File: src/rtl/audio_dma.sv
// rtl/audio_dma.sv - memory-to-audio-FIFO sample streamer with register port
module audio_dma #(
  parameter int BUFFER_SIZE = 4096,
  parameter int QUEUE_LOW   = 1024,
  parameter int POLL_GAP    = 16
) (
  input  logic        i_clock,
  input  logic        i_reset,
  input  logic        i_request,
  input  logic        i_rw,
  input  logic [3:0]  i_address,
  input  logic [31:0] i_wdata,
  output logic [31:0] o_rdata,
  output logic        o_ready,
  output logic        o_interrupt,
  output logic        o_bus_request,
  output logic [31:0] o_bus_address,
  input  logic [31:0] i_bus_rdata,
  input  logic        i_bus_ready,
  output logic        o_audio_request,
  output logic        o_audio_rw,
  output logic [3:0]  o_audio_address,
  output logic [15:0] o_audio_wdata,
  input  logic [31:0] i_audio_rdata,
  input  logic        i_audio_ready
);

  // A refill threshold above the FIFO depth can never be reached, so clamp it.
  localparam int LOW_C = (QUEUE_LOW > BUFFER_SIZE) ? BUFFER_SIZE : QUEUE_LOW;
  localparam int GAP_W = (POLL_GAP > 1) ? $clog2(POLL_GAP) : 1;

  typedef enum logic [2:0] {
    S_IDLE, S_POLL, S_POLL_END, S_POLL_WAIT, S_FETCH, S_PUSH_LO, S_PUSH_HI, S_ADVANCE
  } state_t;

  state_t      r_state, w_next;
  logic        r_phase, w_phase_next;
  logic        r_enable, r_loop, r_irq_en, r_busy, r_done;
  logic [31:0] r_base, r_length, r_cur_addr, r_remain, r_word, r_rdata;
  logic [15:0] r_queued;
  logic [GAP_W-1:0] r_gap;
  logic        r_ready, r_irq, r_bus_req, r_audio_req;

  logic        w_cpu_access, w_audio_hs, w_bus_hs, w_gap_done;
  logic        w_bus_req_next, w_audio_req_next;
  logic        w_start, w_zero_len, w_latch_q, w_latch_w, w_advance, w_finish, w_stop, w_reload;
  logic [31:0] w_read_mux;
  logic        w_unused_audio_rdata;

  assign w_cpu_access = i_request && !r_ready;
  assign w_audio_hs   = r_audio_req && i_audio_ready;
  assign w_bus_hs     = r_bus_req && i_bus_ready;
  assign w_gap_done   = (r_gap == GAP_W'(POLL_GAP - 1));
  assign w_unused_audio_rdata = ^i_audio_rdata[31:16];

  assign o_rdata         = r_rdata;
  assign o_ready         = r_ready;
  assign o_interrupt     = r_irq;
  assign o_bus_request   = r_bus_req;
  assign o_bus_address   = r_cur_addr;
  assign o_audio_request = r_audio_req;
  assign o_audio_rw      = (r_state == S_PUSH_LO) || (r_state == S_PUSH_HI);
  assign o_audio_address = 4'd0;
  assign o_audio_wdata   = (r_state == S_PUSH_HI) ? r_word[31:16] : r_word[15:0];

  // Register file read view, captured on the first cycle of a CPU access.
  always_comb begin
    w_read_mux = 32'd0;
    case (i_address)
      4'd0: w_read_mux = {29'd0, r_irq_en, r_loop, r_enable};
      4'd1: w_read_mux = r_base;
      4'd2: w_read_mux = r_length;
      4'd3: w_read_mux = {30'd0, r_done, r_busy};
      4'd4: w_read_mux = r_cur_addr;
      4'd5: w_read_mux = r_remain;
      default: w_read_mux = 32'd0;
    endcase
  end

  // Sequencer next state; each master state requests first, then waits for ready to drop.
  always_comb begin
    w_next           = r_state;
    w_phase_next     = r_phase;
    w_bus_req_next   = 1'b0;
    w_audio_req_next = 1'b0;
    w_start          = 1'b0;
    w_zero_len       = 1'b0;
    w_latch_q        = 1'b0;
    w_latch_w        = 1'b0;
    w_advance        = 1'b0;
    w_finish         = 1'b0;
    w_stop           = 1'b0;
    w_reload         = 1'b0;
    case (r_state)
      S_IDLE: begin
        if (r_enable) begin
          if (r_length != 32'd0) begin
            w_start = 1'b1;
            w_next  = S_POLL;
          end else begin
            w_zero_len = 1'b1;
          end
        end
      end
      S_POLL: begin
        if (w_audio_hs) begin
          w_latch_q = 1'b1;
          w_next    = S_POLL_END;
        end else begin
          w_audio_req_next = 1'b1;
        end
      end
      S_POLL_END: begin
        if (!i_audio_ready) begin
          if (!r_enable) begin
            w_stop = 1'b1;
            w_next = S_IDLE;
          end else if (r_queued < 16'(LOW_C)) begin
            w_next = S_FETCH;
          end else begin
            w_next = S_POLL_WAIT;
          end
        end
      end
      S_POLL_WAIT: begin
        if (!r_enable) begin
          w_stop = 1'b1;
          w_next = S_IDLE;
        end else if (w_gap_done) begin
          w_next = S_POLL;
        end
      end
      S_FETCH: begin
        if (!r_phase) begin
          if (w_bus_hs) begin
            w_latch_w    = 1'b1;
            w_phase_next = 1'b1;
          end else begin
            w_bus_req_next = 1'b1;
          end
        end else if (!i_bus_ready) begin
          w_phase_next = 1'b0;
          w_next       = S_PUSH_LO;
        end
      end
      S_PUSH_LO, S_PUSH_HI: begin
        if (!r_phase) begin
          if (w_audio_hs) begin
            w_phase_next = 1'b1;
          end else begin
            w_audio_req_next = 1'b1;
          end
        end else if (!i_audio_ready) begin
          w_phase_next = 1'b0;
          w_next       = (r_state == S_PUSH_LO) ? S_PUSH_HI : S_ADVANCE;
        end
      end
      S_ADVANCE: begin
        w_advance = 1'b1;
        if (r_remain == 32'd1) begin
          w_finish = 1'b1;
          if (r_loop && r_enable && (r_length != 32'd0)) begin
            w_reload = 1'b1;
            w_next   = S_POLL;
          end else begin
            w_stop = 1'b1;
            w_next = S_IDLE;
          end
        end else if (!r_enable) begin
          w_stop = 1'b1;
          w_next = S_IDLE;
        end else begin
          w_next = S_POLL;
        end
      end
      default: w_next = S_IDLE;
    endcase
  end

  // Sequencer state register.
  always_ff @(posedge i_clock or posedge i_reset) begin
    if (i_reset) begin
      r_state <= S_IDLE;
      r_phase <= 1'b0;
    end else begin
      r_state <= w_next;
      r_phase <= w_phase_next;
    end
  end

  // Registers, handshake outputs and datapath; sequencer updates override CPU writes, DONE set beats clear.
  always_ff @(posedge i_clock or posedge i_reset) begin
    if (i_reset) begin
      r_enable    <= 1'b0;
      r_loop      <= 1'b0;
      r_irq_en    <= 1'b0;
      r_busy      <= 1'b0;
      r_done      <= 1'b0;
      r_base      <= 32'd0;
      r_length    <= 32'd0;
      r_cur_addr  <= 32'd0;
      r_remain    <= 32'd0;
      r_word      <= 32'd0;
      r_rdata     <= 32'd0;
      r_queued    <= 16'd0;
      r_gap       <= '0;
      r_ready     <= 1'b0;
      r_irq       <= 1'b0;
      r_bus_req   <= 1'b0;
      r_audio_req <= 1'b0;
    end else begin
      r_ready     <= i_request;
      r_bus_req   <= w_bus_req_next;
      r_audio_req <= w_audio_req_next;
      r_irq       <= w_finish && r_irq_en;
      if (w_cpu_access) begin
        r_rdata <= w_read_mux;
        if (i_rw) begin
          case (i_address)
            4'd0: {r_irq_en, r_loop, r_enable} <= i_wdata[2:0];
            4'd1: r_base <= {i_wdata[31:2], 2'b00};
            4'd2: r_length <= i_wdata;
            4'd3: if (i_wdata[1]) r_done <= 1'b0;
            default: ;
          endcase
        end
      end
      if (w_start) begin
        r_cur_addr <= r_base;
        r_remain   <= r_length;
        r_busy     <= 1'b1;
      end
      if (w_zero_len) r_enable <= 1'b0;
      if (w_latch_q) r_queued <= i_audio_rdata[15:0];
      if (w_latch_w) r_word <= i_bus_rdata;
      if (w_advance) begin
        if (w_reload) begin
          r_cur_addr <= r_base;
          r_remain   <= r_length;
        end else begin
          r_cur_addr <= r_cur_addr + 32'd4;
          r_remain   <= r_remain - 32'd1;
        end
      end
      if (w_finish) r_done <= 1'b1;
      if (w_stop) begin
        r_enable <= 1'b0;
        r_busy   <= 1'b0;
      end
      r_gap <= ((r_state == S_POLL_WAIT) && (w_next == S_POLL_WAIT)) ? r_gap + 1'b1 : '0;
    end
  end

endmodule
File: config.mk
export PLATFORM = sky130hd
export DESIGN_NAME = audio_dma
export DESIGN_NICKNAME = d
export VERILOG_FILES = /design/src/rtl/audio_dma.sv
export SDC_FILE = /design/constraint.sdc
export NUM_CORES = 1
export LEC_CHECK = 0
export BUFFER_PORTS_ARGS = -buffer_cell sky130_fd_sc_hd__buf_2
export CELL_PAD_IN_SITES_DETAIL_PLACEMENT = 0
export CELL_PAD_IN_SITES_GLOBAL_PLACEMENT = 2
export CORE_MARGIN = 8
export CORE_UTILIZATION = 39
export DETAILED_ROUTE_END_ITERATION = 10
export PLACE_DENSITY = 0.82
export SYNTH_ARGS = -nofsm -noshare
export SYNTH_HDL_FRONTEND = slang
export SYNTH_SLANG_ARGS = --single-unit
File: constraint.sdc
create_clock -name i_clock -period 13.79 [get_ports i_clock]
set_clock_uncertainty 0.15 [all_clocks]
set_input_delay 3.4475 -clock i_clock [delete_from_list [all_inputs] [get_ports i_clock]]
set_output_delay 3.4475 -clock i_clock [all_outputs]
set_load 0.1 [all_outputs]
==> flow_metrics.py <==
metrics = {
    "outcome": {
        "status": "complete, no violations",
    },
    "setup_path": {
        "worstPathRequired_ns": 10.19,
        "worstSetupPathType": "reg2out",
        "crit_path_start_kind": "flop",
        "worst_setup_path_end_kind": "primary output",
        "cp.arrival_ns": 2.81,
        "path_max_fanout": 17,
    },
    "die": {
        "die_area_um2": 32150,
        "initial_core_util_pct": 39.80,
        "pin_count": 195,
        "rows": 59,
        "coreArea_um2": 26130,
        "die_y_um": 179.3,
        "die_x_um": 179.3,
    },
    "clocking": {
        "post-cts-setup-buffers": 0,
        "htree_num_levels": 1,
        "clockRootBuffer": "clkbuf_16",
        "insertion_delay_ns": 0.53,
        "clock_sinks": 211,
        "cts_resized": 0,
        "cts_hold_buf": 0,
        "cts_tree": "yes",
        "cts-buffers-inserted": 25,
        "clk_pin_slew_ns": 0.06,
        "clk_path_buf_depth": 3,
    },
    "synthesis": {
        "synth_cell_types": 64,
        "synth_area_um2": 10400,
        "synth_edf_count": 0,
        "async_reset_ff_share_pct": 100.0,
        "ys.flop_type": "dfrtp_1",
        "post_synth_inst_count": 943,
        "yosysWarningCount": 0,
        "synth_area_per_cell_um2": 11.03,
        "synth-seq-cells": 211,
        "ys_seq_area_share_pct": 50.76,
    },
    "pwr": {
        "ir_drop_v": 0.00009613,
        "powerDensity_nw_per_um2": 197.5,
        "p_total_w": 0.002430,
        "cellLeakagePower_nw": 5.649,
    },
    "global_route": {
        "grt_pass1_vias": 8556,
        "antenna_found_initial": 3,
        "grt_pass1_wl_um": 49870,
        "grt_max_degree": 92,
        "grt_overflow": 0,
        "track_usage_pct": 19.65,
    },
    "route": {
        "drt_iter0_markers": 729,
        "vias": 8268,
        "dr.pass1.iters": 8,
        "antenna_left": 0,
        "wire_per_inst_um": 21.97,
        "routed_wl_um": 31530,
        "drc_errors": 0,
        "vias_per_cell": 5.762,
    },
    "finish": {
        "multiInputGateArea_um2": 4867,
        "nNetsFinal": 1196,
        "fill_cells": 2522,
        "syn_to_final_growth_pct": 18.31,
        "regArea_um2": 5280,
        "layout-drive-gt1-share_pct": 32.39,
    },
    "timing": {
        "fmax_ghz": 0.1560,
        "setup_violations": 0,
        "report.final.hold_viol_count": 0,
        "final.setup.tns_ns": 0,
        "rsz0062_at_grt": "false",
        "period_minus_slack_ns": 6.412,
        "tightest_slew_ns": 1.173,
        "drv_slew": 0,
        "slew_headroom_pct": 21.16,
        "fin_crit_sh_pct": 46.50,
    },
    "place": {
        "place.gp.congestion": 0.7774,
        "portBuffers": 162,
        "place_hpwl_um": 21090,
    },
    "worst_hold_path": {
        "hp-class": "reg2reg",
    },
    "run": {
        "drv_cap": 0,
    },
}
==> metrics by stage <==
stage | std cells | hold WS [ns] | setup WS [ns] | utilization [%] | cell area, um^2
floorplan | 948 | 0.2831 | 4.427 | - | 10420
global placement | 1394 | 0.3084 | 7.867 | 44.07 | 11520
detailed placement | 1394 | 0.3122 | 7.856 | 44.07 | 11520
CTS | 1434 | 0.3195 | 7.324 | 47.08 | 12300
global route | 1434 | 0.3426 | 7.175 | 47.08 | 12300
finish | 1435 | 0.3188 | 7.378 | 47.09 | 12310
==> sequential cells by signal, summed over array words and instances (netlist names), 3 cells and up <==
register	count
o_bus_address	30
o_rdata	32
r_queued	6
r_state	3
r_length	32
r_gap	4
r_word	32
r_remain	32
r_base	30
==> per-layer routing <==
layer  track usage, %  vias up  part of all wire (%)
li1                 -     3799                     -
met1            26.28     4174                    45
met2            32.25      239                    47
met3            4.381       52                   6.6
met4            4.200        4                   1.8
met5                0        -                 0.057
==> cell usage in the layout, fill, tap and decap left out, types with 16 or more instances in the layout <==
| master | n |
|---|---|
| nor2_1 | 54 |
| nand2_1 | 74 |
| a222oi_1 | 31 |
| o21ai_0 | 56 |
| buf_2 | 162 |
| mux2_2 | 118 |
| o22ai_1 | 16 |
| nand4_1 | 16 |
| a21oi_1 | 31 |
| a21boi_0 | 29 |
| nand3_1 | 21 |
| a22oi_1 | 20 |
| dfrtp_1 | 211 |
| clkbuf_16 | 25 |
| xor2_1 | 27 |
| xnor2_1 | 24 |
==> cells in the mapped netlist, types with 4 or more instances <==
| cell type | count | area [um^2] |
|---|---|---|
| nand2b_1 | 6 | 37.54 |
| a21boi_0 | 29 | 217.7 |
| nor3_1 | 15 | 75.07 |
| or3_1 | 5 | 31.28 |
| xnor2_1 | 24 | 210.2 |
| buf_4 | 9 | 67.56 |
| a22oi_1 | 20 | 150.1 |
| nor2_1 | 58 | 217.7 |
| a222oi_1 | 31 | 310.3 |
| mux2_2 | 118 | 1329 |
| or4_1 | 5 | 37.54 |
| and3_1 | 10 | 62.56 |
| buf_1 | 4 | 15.01 |
| nand4_1 | 16 | 100.1 |
| nand3_1 | 21 | 105.1 |
| a21oi_1 | 31 | 155.2 |
| clkbuf_1 | 46 | 172.7 |
| o22ai_1 | 16 | 100.1 |
| buf_2 | 5 | 25.02 |
| o21ai_0 | 56 | 280.3 |
| inv_1 | 7 | 26.28 |
| or2_2 | 4 | 25.02 |
| nor4_1 | 12 | 75.07 |
| a32oi_1 | 5 | 43.79 |
| dfrtp_1 | 211 | 5280 |
| and4_1 | 5 | 43.79 |
| and2_1 | 4 | 25.02 |
| nand2_1 | 74 | 277.8 |
| xor2_1 | 27 | 236.5 |
| ha_1 | 4 | 50.05 |
| a221o_1 | 14 | 140.1 |
==> power by group <==
group / internal [W] / switching [W]
Sequential: 0.000751 / 0.000210
Clock: 0.000389 / 0.000257
Combinational: 0.000239 / 0.000584
Total: 0.00138 / 0.00105
==> critical path, stage by stage (launching register included) <==
cell,delay (ns)
dfrtp_1,0.62
nand3b_1,0.77
mux2_2,0.45
buf_2,0.43
==> path summary, 6_finish.rpt <==
| check | startpoint | to | slack [ns] | cells after the start |
|---|---|---|---|---|
| max in group asynchronous | i_reset | o_bus_address[13] | 8.55 | 4 |
| min in group asynchronous | i_reset | o_rdata[23] | 2.89 | 2 |
| max reg2reg | r_remain[0] | o_bus_address[27] | 10.20 | 7 |
| min | r_gap[0] | r_gap[0] | 0.32 | 1 |
| max | r_state[1] | o_audio_wdata[4] | 7.38 | 3 |
| min reg2reg | r_gap[0] | r_gap[0] | 0.32 | 1 |
==> final cells by class <==
cell class,instances,share of cell area [%]
antenna,1,0.02034
timing repair buffer,176,7.443
inverter,7,0.2745
clock buffer,34,5.684
sequential,211,42.91
clock inverter,6,0.7117
multi-input combinational,665,39.55
tap,335,3.406
==> kinds of logic after synthesis <==
family / after synthesis / synth area share (%)
AND/OR/NAND/NOR: 252 / 12.51
other: 1 / 0.03605
buffers and inverters: 72 / 3.055
adder cells (fa/ha/maj): 4 / 0.4812
multiplexers: 120 / 12.97
XOR/XNOR: 51 / 4.294
flip-flops: 211 / 50.76
AO/OA/AOI/OAI: 232 / 15.89
Power figures use the tool's default switching activity.
